**src/rtl/pipeline_rb_subtractor.sv**
```systemverilog
// Three-stage pipelined ripple-borrow subtractor: diff = a - b - bin, bout = final borrow.
// Segments resolve bits [SEG1-1:0], [SEG2-1:SEG1] and [WIDTH-1:SEG2] in stages 1..3.
// A valid/ready handshake with full backpressure lets empty stages collapse while the output is stalled.
module pipeline_rb_subtractor #(
  parameter int WIDTH = 64,
  parameter int SEG1  = 23,
  parameter int SEG2  = 46
) (
  input  logic             clk,
  input  logic             rst_n,
  input  logic             in_valid,
  output logic             in_ready,
  input  logic [WIDTH-1:0] a,
  input  logic [WIDTH-1:0] b,
  input  logic             bin,
  output logic             out_valid,
  input  logic             out_ready,
  output logic [WIDTH-1:0] diff,
  output logic             bout
);

  // Stage 1 registers
  logic                  v1;
  logic [WIDTH-1:SEG1]   a1_hi;
  logic [WIDTH-1:SEG1]   b1_hi;
  logic [SEG1-1:0]       d1;
  logic                  br1;

  // Stage 2 registers
  logic                  v2;
  logic [WIDTH-1:SEG2]   a2_hi;
  logic [WIDTH-1:SEG2]   b2_hi;
  logic [SEG2-1:0]       d2;
  logic                  br2;

  // Combinational segment results
  logic [SEG1-1:0]       s1_diff;
  logic                  s1_br;
  logic [SEG2-1:0]       s2_diff;
  logic                  s2_br;
  logic [WIDTH-1:0]      s3_diff;
  logic                  s3_br;

  // Advance enables
  logic adv1;
  logic adv2;
  logic adv3;

  assign adv3     = ~out_valid | out_ready;
  assign adv2     = ~v2 | adv3;
  assign adv1     = ~v1 | adv2;
  assign in_ready = adv1;

  // Ripple the borrow through the low segment, starting from the external borrow in.
  always_comb begin : seg1_ripple
    logic br;
    br      = bin;
    s1_diff = '0;
    for (int i = 0; i < SEG1; i++) begin
      s1_diff[i] = a[i] ^ b[i] ^ br;
      br         = (~a[i] & b[i]) | (~(a[i] ^ b[i]) & br);
    end
    s1_br = br;
  end

  // Ripple the middle segment from the borrow captured in stage 1.
  always_comb begin : seg2_ripple
    logic br;
    br      = br1;
    s2_diff = '0;
    s2_diff[SEG1-1:0] = d1;
    for (int i = SEG1; i < SEG2; i++) begin
      s2_diff[i] = a1_hi[i] ^ b1_hi[i] ^ br;
      br         = (~a1_hi[i] & b1_hi[i]) | (~(a1_hi[i] ^ b1_hi[i]) & br);
    end
    s2_br = br;
  end

  // Ripple the top segment from the borrow captured in stage 2.
  always_comb begin : seg3_ripple
    logic br;
    br      = br2;
    s3_diff = '0;
    s3_diff[SEG2-1:0] = d2;
    for (int i = SEG2; i < WIDTH; i++) begin
      s3_diff[i] = a2_hi[i] ^ b2_hi[i] ^ br;
      br         = (~a2_hi[i] & b2_hi[i]) | (~(a2_hi[i] ^ b2_hi[i]) & br);
    end
    s3_br = br;
  end

  // Stage 1: capture the low-segment result; data only moves when a real operation advances.
  always_ff @(posedge clk or negedge rst_n) begin
    if (!rst_n) begin
      v1    <= 1'b0;
      a1_hi <= '0;
      b1_hi <= '0;
      d1    <= '0;
      br1   <= 1'b0;
    end else if (adv1) begin
      v1 <= in_valid;
      if (in_valid) begin
        a1_hi <= a[WIDTH-1:SEG1];
        b1_hi <= b[WIDTH-1:SEG1];
        d1    <= s1_diff;
        br1   <= s1_br;
      end
    end
  end

  // Stage 2: capture the middle-segment result.
  always_ff @(posedge clk or negedge rst_n) begin
    if (!rst_n) begin
      v2    <= 1'b0;
      a2_hi <= '0;
      b2_hi <= '0;
      d2    <= '0;
      br2   <= 1'b0;
    end else if (adv2) begin
      v2 <= v1;
      if (v1) begin
        a2_hi <= a1_hi[WIDTH-1:SEG2];
        b2_hi <= b1_hi[WIDTH-1:SEG2];
        d2    <= s2_diff;
        br2   <= s2_br;
      end
    end
  end

  // Stage 3: output register, held stable while downstream stalls.
  always_ff @(posedge clk or negedge rst_n) begin
    if (!rst_n) begin
      out_valid <= 1'b0;
      diff      <= '0;
      bout      <= 1'b0;
    end else if (adv3) begin
      out_valid <= v2;
      if (v2) begin
        diff <= s3_diff;
        bout <= s3_br;
      end
    end
  end

endmodule
```
**config.mk**
```make
export PLATFORM = sky130hd
export DESIGN_NAME = pipeline_rb_subtractor
export DESIGN_NICKNAME = d
export VERILOG_FILES = /design/src/rtl/pipeline_rb_subtractor.sv
export SDC_FILE = /design/constraint.sdc
export NUM_CORES = 1
export LEC_CHECK = 0
export BUFFER_PORTS_ARGS = -buffer_cell sky130_fd_sc_hd__buf_2
export CORE_MARGIN = 2
export CORE_UTILIZATION = 55
export CTS_CLUSTER_SIZE = 14
export DETAILED_ROUTE_END_ITERATION = 8
export PLACE_DENSITY = 0.79
export RECOVER_POWER = 100
export SYNTH_ARGS = -nofsm -noshare
export SYNTH_HDL_FRONTEND = slang
export SYNTH_SLANG_ARGS = --single-unit
```
**constraint.sdc**
```tcl
create_clock -name clk -period 11.6 [get_ports clk]
set_input_delay 0.58 -clock clk [delete_from_list [all_inputs] [get_ports clk]]
set_output_delay 0.58 -clock clk [all_outputs]
set_load 0.05 [all_outputs]
```
==> flow_summary.yaml <==
synthesis:
  syn_area_mm2: 0.0114
  ys_seq_elements: 257
  synth_nets: 940
  syn_avg_cell_area_um2: 15.4
  yosysUniqueCellTypes: 16
  yosysSeqAreaShare_pct: 56.4
  ys_warn_count: 0
  synth-edff-count: 0
  synth_flop_cell: "dfrtp_1"
  async_flop_share_pct: 100
  synth_cells: 743
clocking:
  worstSkewPairLatency_ps: 520
  clkSinkCount: 257
  cts.repair.resized: 0
  clockBufferDepth: 3
  ctsHtreeMaxLevel: 1
  clk_pin_slew_ps: 60
  clockRootBuffer: "clkbuf_16"
  post_cts_buffers: 0
  cts_inserted_buffers: 27
  cts_hold_buffers: 0
  cts_tree: "yes"
setup_path:
  cp_max_fo: 2
  startpoint_type: "register"
  rrSetupSlack_ps: 1740
  rr_startpoint: "b1_hi[23]"
  end_kind: "register"
  worst-path-buf-inv: 3
  critical_path_required_ps: 12000
  critical_path_class: "reg -> reg"
  cp_top_family: "adder cells"
  path_common_cell: "fa_1"
  crit_start: "b1_hi[23]"
  cp_slowest_cell: "fa_1"
  arrival_ps: 10260
  slowest_delay_ps: 420
route:
  drtIter0Drc: 172
  via_count: 6083
  wire_per_inst_um: 16.4
  ant_nets: 0
  viasPerCell: 4.93
  drt-total-wl_um: 20300
  first_pass_iters: 4
  drcViolationCount: 0
status:
  violations: "max-capacitance violations, max-slew violations"
  status: "finished with violations"
timing:
  finalSetupViolCount: 0
  fin_tns_setup_ps: 0
  fmax_ghz: 0.101
  max-slew-margin-rel_pct: -283
  worst_slew_pin_slew_ps: 5750
  rsz0062_at_grt: "no"
  period_share_pct: 85.0
  hold_ws_ps: 274
  final-hold-violation-count: 0
  finClkSkew_ps: 9.88
  drv_slew: 457
  period_needed_ps: 9860
power_and_ir_drop:
  p_seq_share_pct: 41.2
  ir_drop_uv: 125
  p_clk_share_pct: 24.5
  leakage_nw: 6.38
  switching_power_mw: 1.22
  p_int_mw: 2.07
  cellPowerDensity_mw_per_mm2: 250
  switching_share_pct: 37.1
  pwr-share-comb_pct: 34.3
die:
  start_util_pct: 56.2
  die_x_um: 148
  coreArea_mm2: 0.0203
  dieArea_mm2: 0.0219
  io_pins: 200
  core.rowCount: 52
  die_height_um: 148
layout:
  nFillCells: 1564
  final_common_cell: "dfrtp_1"
  area_delta_synth_final_pct: 15.2
  multi_input_area_mm2: 0.00412
  final_cell_mix: "dfrtp_1 (257), mux2_2 (174), inv_1 (132)"
  final_nets: 1144
  regArea_mm2: 0.00643
  drive_gt1_share_pct: 35.7
flow_run:
  cap_violations: 6
grt:
  grt_antenna_before_repair: 4
  grt_max_degree: 116
  overflow: 0
  grt_pass1_wl_um: 34000
  grt_pass1_vias: 6704
  track_usage_pct: 19.5
placed_design:
  place_hpwl_um: 13600
  io_buffers: 199
  place_congestion: 0.794
hold_path:
  hold_class: "in -> reg"
  min_from: "in_valid"
==> synth_stat cells (2+ instances only) <==
cell	n	area (um^2)
fa_1	64	1280
mux2_4	18	270
nand2b_1	4	25.0
buf_2	2	10.0
buf_12	2	40.0
nand2_1	2	7.51
buf_4	10	75.1
mux2i_1	62	621
mux2_2	174	1960
buf_6	12	135
inv_1	132	495
dfrtp_1	257	6430
==> final cells by class <==
| cell class | count | area share [%] |
|---|---|---|
| Sequential cell | 257 | 48.9 |
| Multi-Input combinational cell | 327 | 31.3 |
| Timing Repair Buffer | 202 | 7.04 |
| Clock buffer | 43 | 6.28 |
| Inverter | 132 | 3.77 |
| Tap cell | 270 | 2.57 |
| Clock inverter | 2 | 0.0761 |
| Antenna cell | 2 | 0.0381 |
==> worst register-to-register path, stage by stage (launching register included) <==
cell	delay, ps
dfrtp_1	370
inv_1	70
fa_1	170
inv_1	50
fa_1	410
fa_1	390
fa_1	380
fa_1	390
fa_1	390
fa_1	390
fa_1	390
fa_1	390
fa_1	390
fa_1	400
fa_1	400
fa_1	400
fa_1	390
fa_1	400
fa_1	400
fa_1	400
fa_1	400
fa_1	420
fa_1	400
fa_1	410
fa_1	380
inv_1	80
fa_1	400
mux2_2	260
==> metrics by stage <==
stage | cell area [um^2] | setup slack [ps] | instances | util [%] | power, mW
global route | 13100 | 1360 | 1233 | 64.7 | 3.49
detailed placement | 12500 | 1390 | 1188 | 61.7 | 2.53
finish | 13100 | 1740 | 1235 | 64.8 | 3.29
global placement | 12500 | 1520 | 1188 | 61.7 | 2.49
floorplan | 11400 | 2000 | 743 | - | 2.22
CTS | 13400 | 1720 | 1233 | 65.8 | 3.36
==> power by group through the flow <==
| stage | clock [mW] | combinational, mW | sequential, mW |
|---|---|---|---|
| floorplan | 0 | 0.480 | 1.74 |
| global placement | 0 | 1.14 | 1.35 |
| detailed placement | 0 | 1.17 | 1.37 |
| CTS | 0.827 | 1.18 | 1.35 |
| global route | 0.866 | 1.23 | 1.39 |
| finish | 0.805 | 1.13 | 1.35 |
==> metal layers <==
metal  wire, um  GRT usage [%]
met1       8380           25.0
met2       9800           32.5
met3       1710           6.98
met4        400           4.10
met5         11              0
==> kinds of logic (layout without fill, tap and decap cells) <==
logic type | after synthesis | in the layout | share of synthesized area (%)
flops | 257 | 257 | 56.4
buf+inv | 159 | 379 | 6.76
mux | 254 | 254 | 25.0
fa+ha+maj | 64 | 64 | 11.2
simple gates | 9 | 9 | 0.658
other cells | 0 | 2 | 0
==> registers in the layout, indices dropped and copies added, names as in the netlist <==
name	cells
b2_hi	18
a1_hi	41
v1	1
b1_hi	41
v2	1
diff	64
br1	1
out_valid	1
bout	1
d2	46
a2_hi	18
br2	1
d1	23
==> final timing paths <==
path                        endpoint  cells after the start
max in group asynchronous  b1_hi[54]                      3
min                               v1                      2
max                           d2[45]                     27
min in group asynchronous  a2_hi[57]                      1
min reg2reg                a1_hi[46]                      1
max reg2reg                   d2[45]                     27
Power figures use the tool's default switching activity.
